<file path="src/rtl/conv1_pool_if.sv">
// Pixel stream bundle between conv1 and the conv2 input buffer.
// The pool block is the slave (consumes conv1 pixels, drives the pooled stream).
interface conv1_pool_if #(
    parameter int DATA_BITS = 12
);
    logic                 valid_in;
    logic [DATA_BITS-1:0] data_in;
    logic                 valid_out;
    logic [DATA_BITS-1:0] data_out;
    logic                 frame_done;

    modport master (
        output valid_in, data_in,
        input  valid_out, data_out, frame_done
    );

    modport slave (
        input  valid_in, data_in,
        output valid_out, data_out, frame_done
    );
endinterface

</file>
<file path="src/rtl/conv1_pool.sv">
// Streaming 2x2/stride-2 signed max-pool over the conv1 feature map, half-row line buffer.
// Define CONV1_POOL_RELU_EN to clamp negative input samples to zero before pooling.
module conv1_pool #(
    parameter int IN_WIDTH  = 24,
    parameter int IN_HEIGHT = 24,
    parameter int DATA_BITS = 12
) (
    input  logic         clk,
    input  logic         rst_n,
    conv1_pool_if.slave  io
);
    localparam int CW = $clog2(IN_WIDTH);
    localparam int RW = $clog2(IN_HEIGHT);
    localparam int HW = IN_WIDTH / 2;
    localparam int LW = (HW > 1) ? $clog2(HW) : 1;

    typedef logic signed [DATA_BITS-1:0] sample_t;

    // Ties keep the first operand.
    function automatic sample_t smax(input sample_t a, input sample_t b);
        return (b > a) ? b : a;
    endfunction

    logic [CW-1:0] col_q, col_d;
    logic [RW-1:0] row_q, row_d;
    sample_t       h_q, h_d;
    sample_t       data_out_q, data_out_d;
    logic          valid_out_q, valid_out_d;
    logic          frame_done_q, frame_done_d;

    sample_t       line_buf_q [HW];
    logic          lb_we;
    logic [LW-1:0] lb_idx;
    sample_t       x_act, hmax, lb_rd;
    logic          col_last, row_last;

    assign col_last = (col_q == CW'(IN_WIDTH - 1));
    assign row_last = (row_q == RW'(IN_HEIGHT - 1));
    assign lb_idx   = LW'(col_q >> 1);
    assign lb_rd    = line_buf_q[lb_idx];
    assign hmax     = smax(h_q, x_act);

    always_comb begin
        x_act = sample_t'(io.data_in);
`ifdef CONV1_POOL_RELU_EN
        if (x_act < 0) x_act = '0;
`endif
    end

    always_comb begin
        col_d        = col_q;
        row_d        = row_q;
        h_d          = h_q;
        data_out_d   = data_out_q;
        valid_out_d  = 1'b0;
        frame_done_d = 1'b0;
        lb_we        = 1'b0;
        if (io.valid_in) begin
            if (!col_q[0]) begin
                h_d = x_act;
            end else if (!row_q[0]) begin
                lb_we = rst_n;
            end else begin
                // Odd row completes the 2x2 window: combine with the stored upper pair.
                data_out_d   = smax(lb_rd, hmax);
                valid_out_d  = 1'b1;
                frame_done_d = col_last && row_last;
            end
            if (col_last) begin
                col_d = '0;
                row_d = row_last ? '0 : row_q + 1'b1;
            end else begin
                col_d = col_q + 1'b1;
            end
        end
    end

    always_ff @(posedge clk) begin
        if (!rst_n) begin
            col_q        <= '0;
            row_q        <= '0;
            h_q          <= '0;
            data_out_q   <= '0;
            valid_out_q  <= 1'b0;
            frame_done_q <= 1'b0;
        end else begin
            col_q        <= col_d;
            row_q        <= row_d;
            h_q          <= h_d;
            data_out_q   <= data_out_d;
            valid_out_q  <= valid_out_d;
            frame_done_q <= frame_done_d;
        end
    end

    // Written on even rows, read on odd rows, so no reset is needed.
    always_ff @(posedge clk) begin
        if (lb_we) line_buf_q[lb_idx] <= hmax;
    end

    assign io.data_out   = data_out_q;
    assign io.valid_out  = valid_out_q;
    assign io.frame_done = frame_done_q;
endmodule

</file>
<file path="src/flat_wrapper.sv">
// flat-port wrapper written by rule: the top's interface ports become plain ports
module conv1_pool_flat 
#(
    parameter int IN_WIDTH  = 24,
    parameter int IN_HEIGHT = 24,
    parameter int DATA_BITS = 12
)
  (clk, rst_n, io_valid_in, io_data_in, io_valid_out, io_data_out, io_frame_done);
  conv1_pool_if #(.DATA_BITS(DATA_BITS)) io_i ();
  input  logic clk;
  input  logic rst_n;
  input wire logic [$bits(io_i.valid_in)-1:0] io_valid_in;
  input wire logic [$bits(io_i.data_in)-1:0] io_data_in;
  output wire logic [$bits(io_i.valid_out)-1:0] io_valid_out;
  output wire logic [$bits(io_i.data_out)-1:0] io_data_out;
  output wire logic [$bits(io_i.frame_done)-1:0] io_frame_done;
  assign io_i.valid_in = io_valid_in;
  assign io_i.data_in = io_data_in;
  assign io_valid_out = io_i.valid_out;
  assign io_data_out = io_i.data_out;
  assign io_frame_done = io_i.frame_done;
  conv1_pool #(.IN_WIDTH(IN_WIDTH), .IN_HEIGHT(IN_HEIGHT), .DATA_BITS(DATA_BITS)) u_core (.clk(clk), .rst_n(rst_n), .io(io_i));
endmodule
</file>
<file path="config.mk">
export PLATFORM = sky130hd
export DESIGN_NAME = conv1_pool_flat
export DESIGN_NICKNAME = d
export VERILOG_FILES = /design/src/rtl/conv1_pool_if.sv /design/src/rtl/conv1_pool.sv /design/src/flat_wrapper.sv
export SDC_FILE = /design/constraint.sdc
export NUM_CORES = 1
export LEC_CHECK = 0
export CORE_MARGIN = 2
export CORE_UTILIZATION = 45
export DETAILED_ROUTE_END_ITERATION = 10
export PLACE_DENSITY = 0.65
export SLEW_MARGIN = 20
export SYNTH_ARGS = -nofsm -noshare
export SYNTH_HDL_FRONTEND = slang
export SYNTH_SLANG_ARGS = --single-unit
</file>
<file path="constraint.sdc">
create_clock -name clk -period 5.1 [get_ports clk]
set_input_delay 0.765 -clock clk [delete_from_list [all_inputs] [get_ports clk]]
set_output_delay 0.765 -clock clk [all_outputs]
set_load 0.02 [all_outputs]
</file>
==> results.toml <==
[detailed_routing]
antenna_left = 0
drt-initial-drc-count = 345
wire_per_inst_um = 19.7
route.detailed.drc = 0
drt-total-wl_um = 16700
vias = 4849
post_drt_via_cell_ratio = 5.72
drt_first_pass_iters = 6

[status]
outcome = "complete, no violations"

[cts]
path_clk_slew_ns = 0.06
cts_sinks = 184
clk_latency_ns = 0.43
clock-root-buffer = "clkbuf_16"
cts_tree = "done"
htree_levels = 4
cts_hold_buf = 0
numCtsBuffers = 17
clk_path_buf_depth = 2

[global_routing]
antenna_found_initial = 0
met3_usage = 0.0449
grt_max_degree = 25
grt_use_total = 0.191
gr-usage-met2 = 0.325
grt_use_met1 = 0.248
grt_pass1_vias = 5007
overflow = 0
top_usage_layer = "met2"
grt_pass1_wl_um = 26700

[critical_path]
crit_path_end_kind = "register"
crit_chain = "clkdlybuf4s50_1 > ha_1 > nand4_1 > nor2_1 > a21oi_2 > buf_4 > a31o_1 > a222oi_1 > inv_1 > ha_1 > nand4_1 > or2_4 > a21oi_4 > a2111oi_2 > or4b_4 > o221ai_1"
slowest_delay_ns = 0.66
critical_path_required_ns = 5.45
crit_buf_inv = 3
cp_top_family = "compound AO/OA/AOI/OAI gates"
worstPathMaxFanout = 13
startpoint_type = "input port"
critical_path_class = "input port to register"
arrival_ns = 5.14
crit_slowest_cell = "or4b_4"

[sta]
maxSlewViolCount = 0
hold_violations = 0
period_needed_ns = 4.80
finalSetupViolations = 0
slew_headroom = 0.337
finalClockSkew_ns = 0.00669
grt_setup_unrepaired = "false"
clock.fmax_mhz = 208
whs_ns = 0.475
post-route-period-util = 0.941
worstMarginPinSlew_ns = 0.990

[logic_synthesis]
syn_inst = 544
yosysSeqAreaShare = 0.639
ys_types = 50
synth-main-ff-cell = "edfxtp_1"
syn_nets = 585
synth_edf_count = 144
synth_area_per_cell_um2 = 14.7
async_flop_share = 0
synth_seq_cells = 184
yosysWarnings = 0
netlist_area_um2 = 8020

[cells_and_area]
final_util = 0.545
antenna_cells = 0
area_growth_pct = 18.0
fin_nets = 652
drive_above_1_share = 0.225

[floorplanning]
rows = 48
die-area_um2 = 18900
die_w_um = 137
start_util = 0.462
coreArea_um2 = 17400
pin_count = 29
die_h_um = 137

[pwr]
p_int_uw = 2630
power.leakage_uw = 0.00333
vdd_ir_drop_max_mv = 0.251
power_switching_uw = 773
powerDensity_nw_per_um2 = 360
clockPowerShare = 0.404
share_comb_of_total_power = 0.102
p_seq_frac = 0.494
p_sw_frac = 0.227

[worst_hold_path]
hold_class = "register to register"

[placement]
gp_congestion = 0.861
dp_hpwl_um = 11200
place.port_buffers = 28

[job]
drv_cap = 0
## logic make-up after synthesis
kind of cell	after synthesis	synth area share
AO/OA/AOI/OAI	89	0.0905
XOR/XNOR	2	0.00219
adder cells (fa/ha/maj)	26	0.0406
buffers and inverters	73	0.0381
flip-flops	184	0.639
multiplexers	51	0.120
AND/OR/NAND/NOR	119	0.0696
## power by group through the flow
stage                     logic, µW  clock network [µW]  registers (µW)
final                           347                1380            1680
after global placement          325                   0            1710
after detailed placement        342                   0            1710
after global routing            380                1450            1680
after CTS                       343                1400            1680
after floorplan                 214                   0            1710
## cell usage after synthesis (3+ instances only)
cell        n  share of area
nor3_1      6         0.0037
nand4_1     7         0.0055
ha_1       26          0.041
mux2i_1    15          0.019
o221ai_1    3         0.0033
o221ai_2   10          0.019
nor2_1     36          0.017
o32ai_1    12          0.013
inv_1      46          0.022
clkbuf_1   12         0.0056
nand2b_1    4         0.0031
dfxtp_1    40           0.10
buf_2       9         0.0056
mux4_2     36           0.10
nand2_1    49          0.023
edfxtp_1  144           0.54
a21o_1      3         0.0028
nand3_1     4         0.0025
a21oi_1    35          0.022
a222oi_1   12          0.015
## routing by layer
| metal | share of wire | wire length (µm) |
|---|---|---|
| met2 | 0.50 | 8290 |
| met4 | 0.011 | 175 |
| met1 | 0.44 | 7420 |
| met3 | 0.047 | 781 |
| met5 | 0 | 0 |
## metrics by stage
| stage | instance area, µm² | setup slack [ns] | std cells | TNS [ns] | power (µW) |
|---|---|---|---|---|---|
| floorplan | 8020 | 0.778 | 544 | 0 | 1920 |
| global placement | 8820 | -0.234 | 816 | -2.61 | 2040 |
| detailed placement | 8830 | -0.150 | 816 | -1.44 | 2060 |
| CTS | 9450 | 0.269 | 847 | 0 | 3420 |
| global route | 9460 | 0.0250 | 848 | 0 | 3510 |
| finish | 9460 | 0.302 | 848 | 0 | 3410 |
## cell usage in the layout, fill, tap and decap left out, types with 2 or more instances in the layout
| cell type | instances |
|---|---|
| a21oi_1 | 35 |
| mux2i_1 | 15 |
| nor3_1 | 4 |
| clkdlybuf4s50_1 | 28 |
| mux4_2 | 36 |
| and4b_1 | 2 |
| o32ai_1 | 12 |
| o221ai_2 | 10 |
| edfxtp_1 | 144 |
| xor2_1 | 2 |
| nor2_1 | 33 |
| a222oi_1 | 12 |
| nand2b_1 | 4 |
| buf_4 | 46 |
| nand4_1 | 7 |
| o221ai_1 | 3 |
| dfxtp_1 | 39 |
| nor2_2 | 3 |
| and2_1 | 2 |
| ha_1 | 26 |
| nand3_1 | 4 |
| nor3_2 | 2 |
| inv_6 | 4 |
| bufinv_16 | 4 |
| clkbuf_16 | 17 |
| nand2_1 | 49 |
| inv_1 | 46 |
| a21o_1 | 3 |
| clkinv_1 | 2 |
## area by class of cell
cell class,count,area (µm²)
clock buffers,17,425
clock inverters,14,193
fillers,1389,7900
inverters,46,173
multi-input cells,287,2620
flip-flops and latches,184,5130
well taps,225,282
repair buffers,75,646
## final timing paths
path	from	endpoint	slack (ns)	depth (start not counted)
hold / removal	u_core.h_q[4]$_SDFFE_PN0P_	u_core.h_q[4]$_SDFFE_PN0P_	0.48	2
setup / recovery	io_data_in[11]	u_core.io.data_out[11]$_SDFFE_PN0P_	0.30	16
hold reg to reg	u_core.h_q[4]$_SDFFE_PN0P_	u_core.h_q[4]$_SDFFE_PN0P_	0.48	2
setup reg to reg	u_core.h_q[11]$_SDFFE_PN0P_	u_core.io.data_out[11]$_SDFFE_PN0P_	0.66	16
## repair_timing
action | in CTS | in global routing
hold endpoints to repair | 0 | 0
gates resized for setup | 0 | 0
setup buffers | 0 | 1
setup endpoints to repair | 0 | 4
## sequential cells by signal (all words and copies together), names as in the netlist, named ones only
signal and cells:
u_core.h_q 12, u_core.io.valid_out 1, u_core.row_q 5, u_core.col_q 5, u_core.line_buf_q 144, u_core.io.data_out 12, u_core.io.frame_done 1
## worst register-to-register path: cells and delay by family (launching register included)
family	cells	cell delay [ns]
buf+inv	3	0.40
flops	1	0.36
fa+ha+maj	2	0.67
simple gates	5	1.42
compound gates	6	1.51
(Power assumes the default switching activity.)
